[src/rtl/jk_arb_pkg.sv]
// Shared definitions for the JK command arbiter.
// Holds the {k,j} command encoding, the arbiter state enum and the
// next-state function of a JK element, used to predict the value the
// element should settle to after a command has been issued.
package jk_arb_pkg;

  localparam logic [1:0] CMD_HOLD = 2'b00;
  localparam logic [1:0] CMD_SET  = 2'b01;
  localparam logic [1:0] CMD_CLR  = 2'b10;
  localparam logic [1:0] CMD_TOG  = 2'b11;

  typedef enum logic [1:0] {
    IDLE  = 2'd0,
    ISSUE = 2'd1,
    WAIT  = 2'd2,
    RESP  = 2'd3
  } arb_state_t;

  // Value a JK element holds after one cycle of command cmd from state cur.
  function automatic logic jk_next(input logic [1:0] cmd, input logic cur);
    logic nxt;
    case (cmd)
      CMD_HOLD: nxt = cur;
      CMD_SET:  nxt = 1'b1;
      CMD_CLR:  nxt = 1'b0;
      CMD_TOG:  nxt = ~cur;
      default:  nxt = cur;
    endcase
    return nxt;
  endfunction

endpackage

[src/rtl/jk_rr_pick.sv]
// Round-robin picker (purely combinational).
// Ports:
//   req    - per-requester request vector
//   rr_ptr - index where the search starts (always < NREQ)
//   valid  - at least one request is asserted
//   idx    - first asserted request at or above rr_ptr, wrapping to 0
module jk_rr_pick
  import jk_arb_pkg::*;
#(
  parameter int NREQ = 2,
  parameter int IW   = 1
) (
  input  logic [NREQ-1:0] req,
  input  logic [IW-1:0]   rr_ptr,
  output logic            valid,
  output logic [IW-1:0]   idx
);

  int pos;

  // Scan NREQ positions starting at rr_ptr; the first hit wins.
  always_comb begin
    valid = 1'b0;
    idx   = {IW{1'b0}};
    pos   = 0;
    for (int off = 0; off < NREQ; off++) begin
      // rr_ptr + off never exceeds 2*NREQ-2, so one subtraction wraps it.
      pos = int'(rr_ptr) + off;
      pos = (pos >= NREQ) ? (pos - NREQ) : pos;
      if (!valid && req[pos]) begin
        valid = 1'b1;
        idx   = IW'(pos);
      end else begin
        valid = valid;
      end
    end
  end

endmodule

[src/rtl/jk_cmd_arbiter.sv]
// Round-robin arbiter sharing one JK state element among NREQ requesters.
// A granted command is driven on j/k for one cycle, the element is given
// WAIT_CYC cycles to settle, and the captured value is returned with an
// error flag if it differs from the predicted result.
// Ports:
//   clk, reset       - clock, asynchronous active-low reset
//   req, cmd         - per-requester request and {k,j} command (2 bits each)
//   gnt              - one-hot grant, high during the issue cycle
//   done             - one-cycle response pulse
//   rsp_id           - requester served by the last response
//   rsp_state, err   - captured element value and mismatch flag
//   j, k, fsm_out    - drive to and state from the JK element
module jk_cmd_arbiter
  import jk_arb_pkg::*;
#(
  parameter  int NREQ     = 2,
  parameter  int WAIT_CYC = 1,
  localparam int IW       = (NREQ > 1) ? $clog2(NREQ) : 1
) (
  input  logic              clk,
  input  logic              reset,
  input  logic [NREQ-1:0]   req,
  input  logic [2*NREQ-1:0] cmd,
  output logic [NREQ-1:0]   gnt,
  output logic              done,
  output logic [IW-1:0]     rsp_id,
  output logic              rsp_state,
  output logic              err,
  output logic              j,
  output logic              k,
  input  logic              fsm_out
);

  localparam int CW = (WAIT_CYC > 1) ? $clog2(WAIT_CYC) : 1;

  arb_state_t    state;
  logic [IW-1:0] rr_ptr;
  logic [IW-1:0] idx;
  logic [1:0]    cmd_q;
  logic          expected;
  logic [CW-1:0] cnt;

  logic          pick_valid;
  logic [IW-1:0] pick_idx;
  logic [1:0]    pick_cmd;

  jk_rr_pick #(
    .NREQ (NREQ),
    .IW   (IW)
  ) u_pick (
    .req    (req),
    .rr_ptr (rr_ptr),
    .valid  (pick_valid),
    .idx    (pick_idx)
  );

  assign pick_cmd = cmd[{pick_idx, 1'b0} +: 2];

  // Transaction sequencer; every output is a register updated on entry to
  // the state that owns it, so outputs change only on a clock edge or reset.
  always_ff @(posedge clk or negedge reset) begin
    if (!reset) begin
      state     <= IDLE;
      rr_ptr    <= {IW{1'b0}};
      idx       <= {IW{1'b0}};
      cmd_q     <= CMD_HOLD;
      expected  <= 1'b0;
      cnt       <= {CW{1'b0}};
      gnt       <= {NREQ{1'b0}};
      done      <= 1'b0;
      rsp_id    <= {IW{1'b0}};
      rsp_state <= 1'b0;
      err       <= 1'b0;
      j         <= 1'b0;
      k         <= 1'b0;
    end else begin
      case (state)
        IDLE: begin
          if (pick_valid) begin
            idx   <= pick_idx;
            cmd_q <= pick_cmd;
            gnt   <= {{(NREQ-1){1'b0}}, 1'b1} << pick_idx;
            j     <= pick_cmd[0];
            k     <= pick_cmd[1];
            state <= ISSUE;
          end
        end
        ISSUE: begin
          // fsm_out still shows the pre-command value during this cycle.
          expected <= jk_next(cmd_q, fsm_out);
          cnt      <= CW'(WAIT_CYC - 1);
          gnt      <= {NREQ{1'b0}};
          j        <= 1'b0;
          k        <= 1'b0;
          state    <= WAIT;
        end
        WAIT: begin
          if (cnt == {CW{1'b0}}) begin
            rsp_state <= fsm_out;
            err       <= (fsm_out != expected);
            rsp_id    <= idx;
            done      <= 1'b1;
            state     <= RESP;
          end else begin
            cnt <= cnt - CW'(1);
          end
        end
        RESP: begin
          done   <= 1'b0;
          rr_ptr <= (idx == IW'(NREQ - 1)) ? {IW{1'b0}} : (idx + IW'(1));
          state  <= IDLE;
        end
        default: begin
          gnt   <= {NREQ{1'b0}};
          done  <= 1'b0;
          j     <= 1'b0;
          k     <= 1'b0;
          state <= IDLE;
        end
      endcase
    end
  end

endmodule
[config.mk]
export PLATFORM = sky130hd
export DESIGN_NAME = jk_cmd_arbiter
export DESIGN_NICKNAME = d
export VERILOG_FILES = /design/src/rtl/jk_arb_pkg.sv /design/src/rtl/jk_rr_pick.sv /design/src/rtl/jk_cmd_arbiter.sv
export SDC_FILE = /design/constraint.sdc
export NUM_CORES = 1
export LEC_CHECK = 0
export CAP_MARGIN = 20
export CORE_MARGIN = 4
export CORE_UTILIZATION = 43
export CTS_BUF_LIST = sky130_fd_sc_hd__clkbuf_16
export DETAILED_ROUTE_END_ITERATION = 8
export PLACE_DENSITY = 0.73
export RECOVER_POWER = 25
export SLEW_MARGIN = 40
export SYNTH_ARGS = -nofsm -noshare
export SYNTH_HDL_FRONTEND = slang
export SYNTH_SLANG_ARGS = --single-unit
[constraint.sdc]
create_clock -name clk -period 1.4 [get_ports clk]
set_input_delay 0.28 -clock clk [delete_from_list [all_inputs] [get_ports clk]]
set_output_delay 0.28 -clock clk [all_outputs]
set_load 0.05 [all_outputs]
======== Word-level counts from Yosys, hierarchy flattened ========
Cells that the tools add are included.
word-level totals
  register bits after elaboration ......... 16
  latch bits .............................. 0
  memory bits (writable) .................. 0
  bits in read-only memories .............. 0
  input bits .............................. 9
  output and inout port bits .............. 8
  logic and storage cells ................. 74
  memories kept ........................... 0
operators by class
  $add $sub $neg .......................... 5
  multiply operators ...................... 0
  div/mod/pow operators ................... 0
  magnitude comparators ................... 4
  eq/ne operators ......................... 9
  shift-type cells ........................ 2
  mux-type cells .......................... 27
  bitwise operators ....................... 2
  reduce and logical (&&, ||, !) cells .... 12
operators with widths
  operator                                                      number
  less-than comparator 32 x 3 -> 1 bit (second input constant)  2
  2-to-1 mux 32 bit                                             2
  >= comparator 32 x 3 -> 1 bit (second input constant)         1
  subtractor 32 x 3 -> 32 bit (second input constant)           1
  2-to-1 mux 1 bit                                              15
  AND reduction 2 bit                                           5
  == test 2 bit (second input constant)                         4
  case mux 1 bit (2 select lines)                               4
  case mux 2 bit (4 select lines)                               1
  2-to-1 mux 2 bit                                              3
  nonzero test 2 bit                                            3
  == test 2 x 1 -> 1 bit (second input constant)                2
  logical NOT 2 bit                                             2
  inequality test 2 bit (second input constant)                 2
  case mux 1 bit (4 select lines)                               1
  case mux 2 bit (2 select lines)                               1
  indexed part select 4 x 3 -> 2 bit                            1
  subtractor 1 x 2 -> 3 bit (second input constant)             1
  adder 1 x 1 -> 2 bit (second input constant)                  1
  >= comparator 1 x 2 -> 1 bit (second input constant)          1
  inverter 1 bit                                                2
  << shifter 1 x 1 -> 2 bit (first input constant)              1
  adder 1 bit (second input constant)                           1
  logical AND 1 bit                                             1
  3 further kinds                                               3

======== Logic depth before layout (Yosys ltp) ========
Gate-level depths: netlist of the first run.
  depth after elaboration ................. 12
  gate-level depth with buffers ........... 6
  gate-level depth less buffers ........... 5

======== By module ========
Synthesis of the first run repeated with hierarchy kept, for this count alone.
second synthesis, totals
  cell total of the unflattened synthesis .. 61
  area, all modules ....................... 706.9 µm²
modules (own cells, without submodules)
  module          instances  cells an instance  area an instance (µm²)  seq. area each (µm²)
  jk_cmd_arbiter  1          58                 689.4                   375.4
  jk_rr_pick      1          3                  17.5                    0.0

======== Worst setup path after synthesis of the first run ========
Ideal clock, no wire load.
  kind .................................... flip-flop to flip-flop
  from .................................... register state[0]
  to ...................................... register state[1]
  setup time .............................. 0.125 ns
  arrival time ............................ 1.232 ns
  data required time ...................... 1.275 ns
  setup slack ............................. 0.043 ns
  stages on the path, launching flop included .. 5
  buffers on the path ..................... 0
  clock period less this slack ............ 1.357 ns
  cells stage by stage .................... dfrtp_1 -> inv_1 -> ha_1 -> nor3b_1 -> mux2_2
on the way
  longest elaborated chain between the ends .. 3
  elaborated cells between the ends (all ways) .. 8
  classes of those cells .................. eq/ne (5); mux (1); reduce/logical (2)
RTL lines
  what                                                line                  source
  start, declared                                     jk_cmd_arbiter.sv:36  arb_state_t state;
  start signal, assigned                              jk_cmd_arbiter.sv:63  state <= IDLE;
  start signal, assigned                              jk_cmd_arbiter.sv:85  state <= ISSUE;
  start signal, assigned                              jk_cmd_arbiter.sv:95  state <= WAIT;
  == test 2 bit or logical NOT 2 bit (tied branches)  jk_cmd_arbiter.sv:77  case (state)
  inequality test 2 bit (no line)                     n/a
  AND reduction 2 bit (no line)                       n/a
Several ways; a longest one is shown, not always the timed one.
A chain may end at the register's enable or synchronous reset.

======== Worst setup path after layout of the first run ========
Ends and elaborated chain as after synthesis.

==> flow_summary.json, run 1 <==
{
  "run_status": "finished clean",
  "crit_path_end_kind": "register",
  "floorplan.die.width_um": 49.68,
  "io-pin-count": 17,
  "path_delay_family": "flip-flops",
  "most_common_cell_after_layout_fill_and_taps_aside": "sky130_fd_sc_hd__dfrtp_1",
  "h-tree-depth": 1,
  "critPathRequiredTime_ps": 1520,
  "tritoncts": "done",
  "core_area_um2": 1577,
  "stdcell_area_um2": 1186,
  "maxCapViolCount": 0,
  "holdPathStages": 1,
  "mappedNetlistArea_um2": 747.0,
  "global_route_total_overflow": 0,
  "mostFrequentLayoutCells": "15 x sky130_fd_sc_hd__dfrtp_1, 10 x sky130_fd_sc_hd__nor2_1, 9 x sky130_fd_sc_hd__buf_4, 8 x sky130_fd_sc_hd__buf_12, 6 x sky130_fd_sc_hd__a21oi_1",
  "globalplace.congestion": 0.9018,
  "regToRegSetupSlack_ps": 10,
  "ir_drop_mv": 1.776,
  "finalHoldViolations": 0,
  "ctsHoldBuffers": 0,
  "multi_input_area_um2": 364.1,
  "final.period_utilization_pct": 99.11,
  "firstDrtPassIters": 4,
  "worst-path-max-fanout": 3,
  "worstSkewPairLatency_ps": 240,
  "area.sequential_um2": 375.4,
  "critical_path.cell_chain": "inv_2 > ha_2 > nor3b_4 > mux2_2",
  "hold_path_class": "register to register",
  "data_arrival_time_at_the_worst_slack_endpoint_ps": 1510,
  "place_worst_setup_slack_ps": -184.2,
  "detailedRoute.firstIterationViolations": 13,
  "postPlaceCellArea_um2": 1080,
  "final_critical_path_setup_slack_ps": 12.50,
  "grt_antenna_before_repair": 0,
  "clk_pin_slew_worst_paths_ps": 50,
  "max-clock-path-buffers": 2,
  "timing.critical_path.slowest_stage_cell": "sky130_fd_sc_hd__dfrtp_1",
  "numPortBuffers": 16,
  "grt_pass1_vias": 719,
  "yosys_warnings": 0,
  "wl_per_cell_um": 15.22,
  "floorplan.die.height_um": 49.68,
  "via_count": 641,
  "grt_max_degree": 16,
  "global_route_total_usage_across_every_layer_pct": 17.19,
  "setup_viol": 0,
  "cts-buffers-inserted": 3,
  "critPathBufInv": 1,
  "fmaxAchievable_ghz": 0.7207,
  "drt_drc_violations_left": 0,
  "grt_setup_unrepaired": "true",
  "crit_type": "register to register",
  "cts.sink_count": 15,
  "power_leakage_nw": 0.5444,
  "worst_hold_startpoint": "idx$_DFFE_PN0P_",
  "fillCellCount": 109,
  "area_delta_synth_final_pct": 58.79,
  "final_total_power_mw": 3.077,
  "clk_root_buffer_cell": "sky130_fd_sc_hd__clkbuf_16",
  "final.setup_skew_ps": 3.110,
  "final_report_max_slew_violation_count": 0,
  "fin_crit_ps": 1388,
  "synth_nets": 87,
  "cp-start-kind": "register",
  "final_layout_size_suffix_gt1_share_pct": 30.10,
  "r2r_cells": 4,
  "synth_seq_cells": 15,
  "min_delay_worst_endpoint": "rr_ptr$_DFFE_PN0N_",
  "critical-path-max-stage-delay_ps": 400,
  "routed_wl_mm": 1.811,
  "post_drt_via_cell_ratio": 5.387,
  "cp-startpoint": "state[0]$_DFFE_PN0P_",
  "grt_first_pass_wirelength_mm": 3.160,
  "fp-row-count": 14,
  "pwr_density_cell_nw_per_um2": 2594,
  "regToRegEndpoint": "state[1]$_DFFE_PN0P_",
  "syn_area_per_cell_um2": 10.09,
  "slew_headroom_pct": 46.36,
  "detail-route-antenna-nets": 0,
  "fin_nets": 117,
  "hpwl_after_detailed_placement_mm": 1.329,
  "synth_seq_area_share_pct": 50.25,
  "die_area_um2": 2468,
  "synth_cells": 74,
  "yosys.cell_types.count": 23,
  "antenna_cells_inserted": 0,
  "floorplan.initialDensity_pct": 47.38,
  "max_slew.worst_pin.slew_ps": 804.7,
  "reg2reg_from": "state[0]$_DFFE_PN0P_"
}
[synthesized netlist by cell type, drive strengths merged]
library cell,count,share of area (%)
a21oi,6,4.0
a22o,1,1.2
a31oi,4,3.3
a32o,1,1.3
buf,2,1.3
dfrtp,15,50
ha,4,6.7
inv,5,2.5
mux2,3,4.5
mux2i,1,1.3
nand2,2,1.0
nand2b,3,2.8
nand3,2,1.3
nand4,2,1.7
nor2,10,5.0
nor2b,2,1.7
nor3b,1,1.0
o211ai,2,2.0
o21a,1,1.0
o21ai,5,3.3
o21ba,1,1.3
xnor2,1,1.2
[layout make-up]
| type | instances | share of cell area, % |
|---|---|---|
| inverter | 5 | 1.582 |
| clock buffer | 3 | 6.329 |
| sequential | 15 | 31.65 |
| multi-input combinational | 52 | 30.70 |
| tap | 16 | 1.688 |
| clock inverter | 1 | 0.4219 |
| timing repair buffer | 27 | 27.64 |
[worst max-delay path by stage]
stage | end | depth (start not counted)
floorplan | state[1]$_DFFE_PN0P_ | 4
global placement | state[1]$_DFFE_PN0P_ | 3
detailed placement | state[1]$_DFFE_PN0P_ | 3
CTS | gnt[1]$_DFFE_PN0P_ | 5
global route | state[1]$_DFFE_PN0P_ | 4
finish | state[1]$_DFFE_PN0P_ | 4
[report_power, final]
part           total (mW)  leakage (nW)  switching (mW)  internal [mW]
sequential          0.843         0.177           0.193          0.650
combinational        1.69         0.327           0.840          0.848
clock               0.545        0.0409           0.165          0.380
[cells by family (layout without fill, tap and decap cells)]
logic type	after synthesis	count (layout)	synth area share [%]
and+or+nand+nor	22	22	14.57
AOI/OAI and AO/OA	21	21	17.59
DFF	15	15	50.25
buffers and inverters	7	36	3.853
adders and majority gates	4	4	6.700
muxes	4	4	5.862
xor gates and xnor gates	1	1	1.173
[stage by stage]
stage | utilization, % | hold WS [ps] | instances | setup TNS [ps]
2_1_floorplan | - | -15.59 | 74 | 0
3_3_place_gp | 68.49 | 474.2 | 115 | -692.6
3_5_place_dp | 68.49 | 473.2 | 115 | -956.6
4_1_cts | 74.37 | 357.3 | 119 | 0
5_1_grt | 75.24 | 501.4 | 119 | -105.9
6_report | 75.24 | 496.6 | 119 | 0
[state kept, by name, indices dropped and copies added, names as in the netlist]
signal and flops:
cmd_q 2, gnt 2, state 2, done 1
err 1, expected 1, idx 1, j 1
k 1, rr_ptr 1, rsp_id 1, rsp_state 1
[worst reg2reg max path, stage by stage (launching register included)]
cell                      delay [ps]
sky130_fd_sc_hd__dfrtp_1         400
sky130_fd_sc_hd__inv_2            90
sky130_fd_sc_hd__ha_2            200
sky130_fd_sc_hd__nor3b_4         230
sky130_fd_sc_hd__mux2_2          360
[metal layers]
| metal | vias to the layer above | global-route usage, % | share of wire (%) |
|---|---|---|---|
| met1 | 304 | 17.30 | 40 |
| li1 | 320 | - | - |
| met3 | 4 | 4.819 | 4.1 |
| met5 | - | 0 | 0 |
| met4 | 0 | 8.756 | 1.9 |
| met2 | 13 | 31.72 | 54 |
[what timing repair did]
item                       4_1_cts  5_1_grt
pin swaps                        0        0
resized for setup                2        8
setup buffers                    0        0
setup endpoints to repair        3        7
(Power assumes the default switching activity.)
==> run 2: changes to the inputs <==
--- a/config.mk
+++ b/config.mk
@@ -9,6 +9,7 @@
 export CORE_MARGIN = 4
 export CORE_UTILIZATION = 43
 export CTS_BUF_LIST = sky130_fd_sc_hd__clkbuf_16
+export CTS_CLUSTER_SIZE = 14
 export DETAILED_ROUTE_END_ITERATION = 8
 export PLACE_DENSITY = 0.73
 export RECOVER_POWER = 25
==> results of run 2 <==
No change in the layout: final DEF, timing and power equal those of run 1.
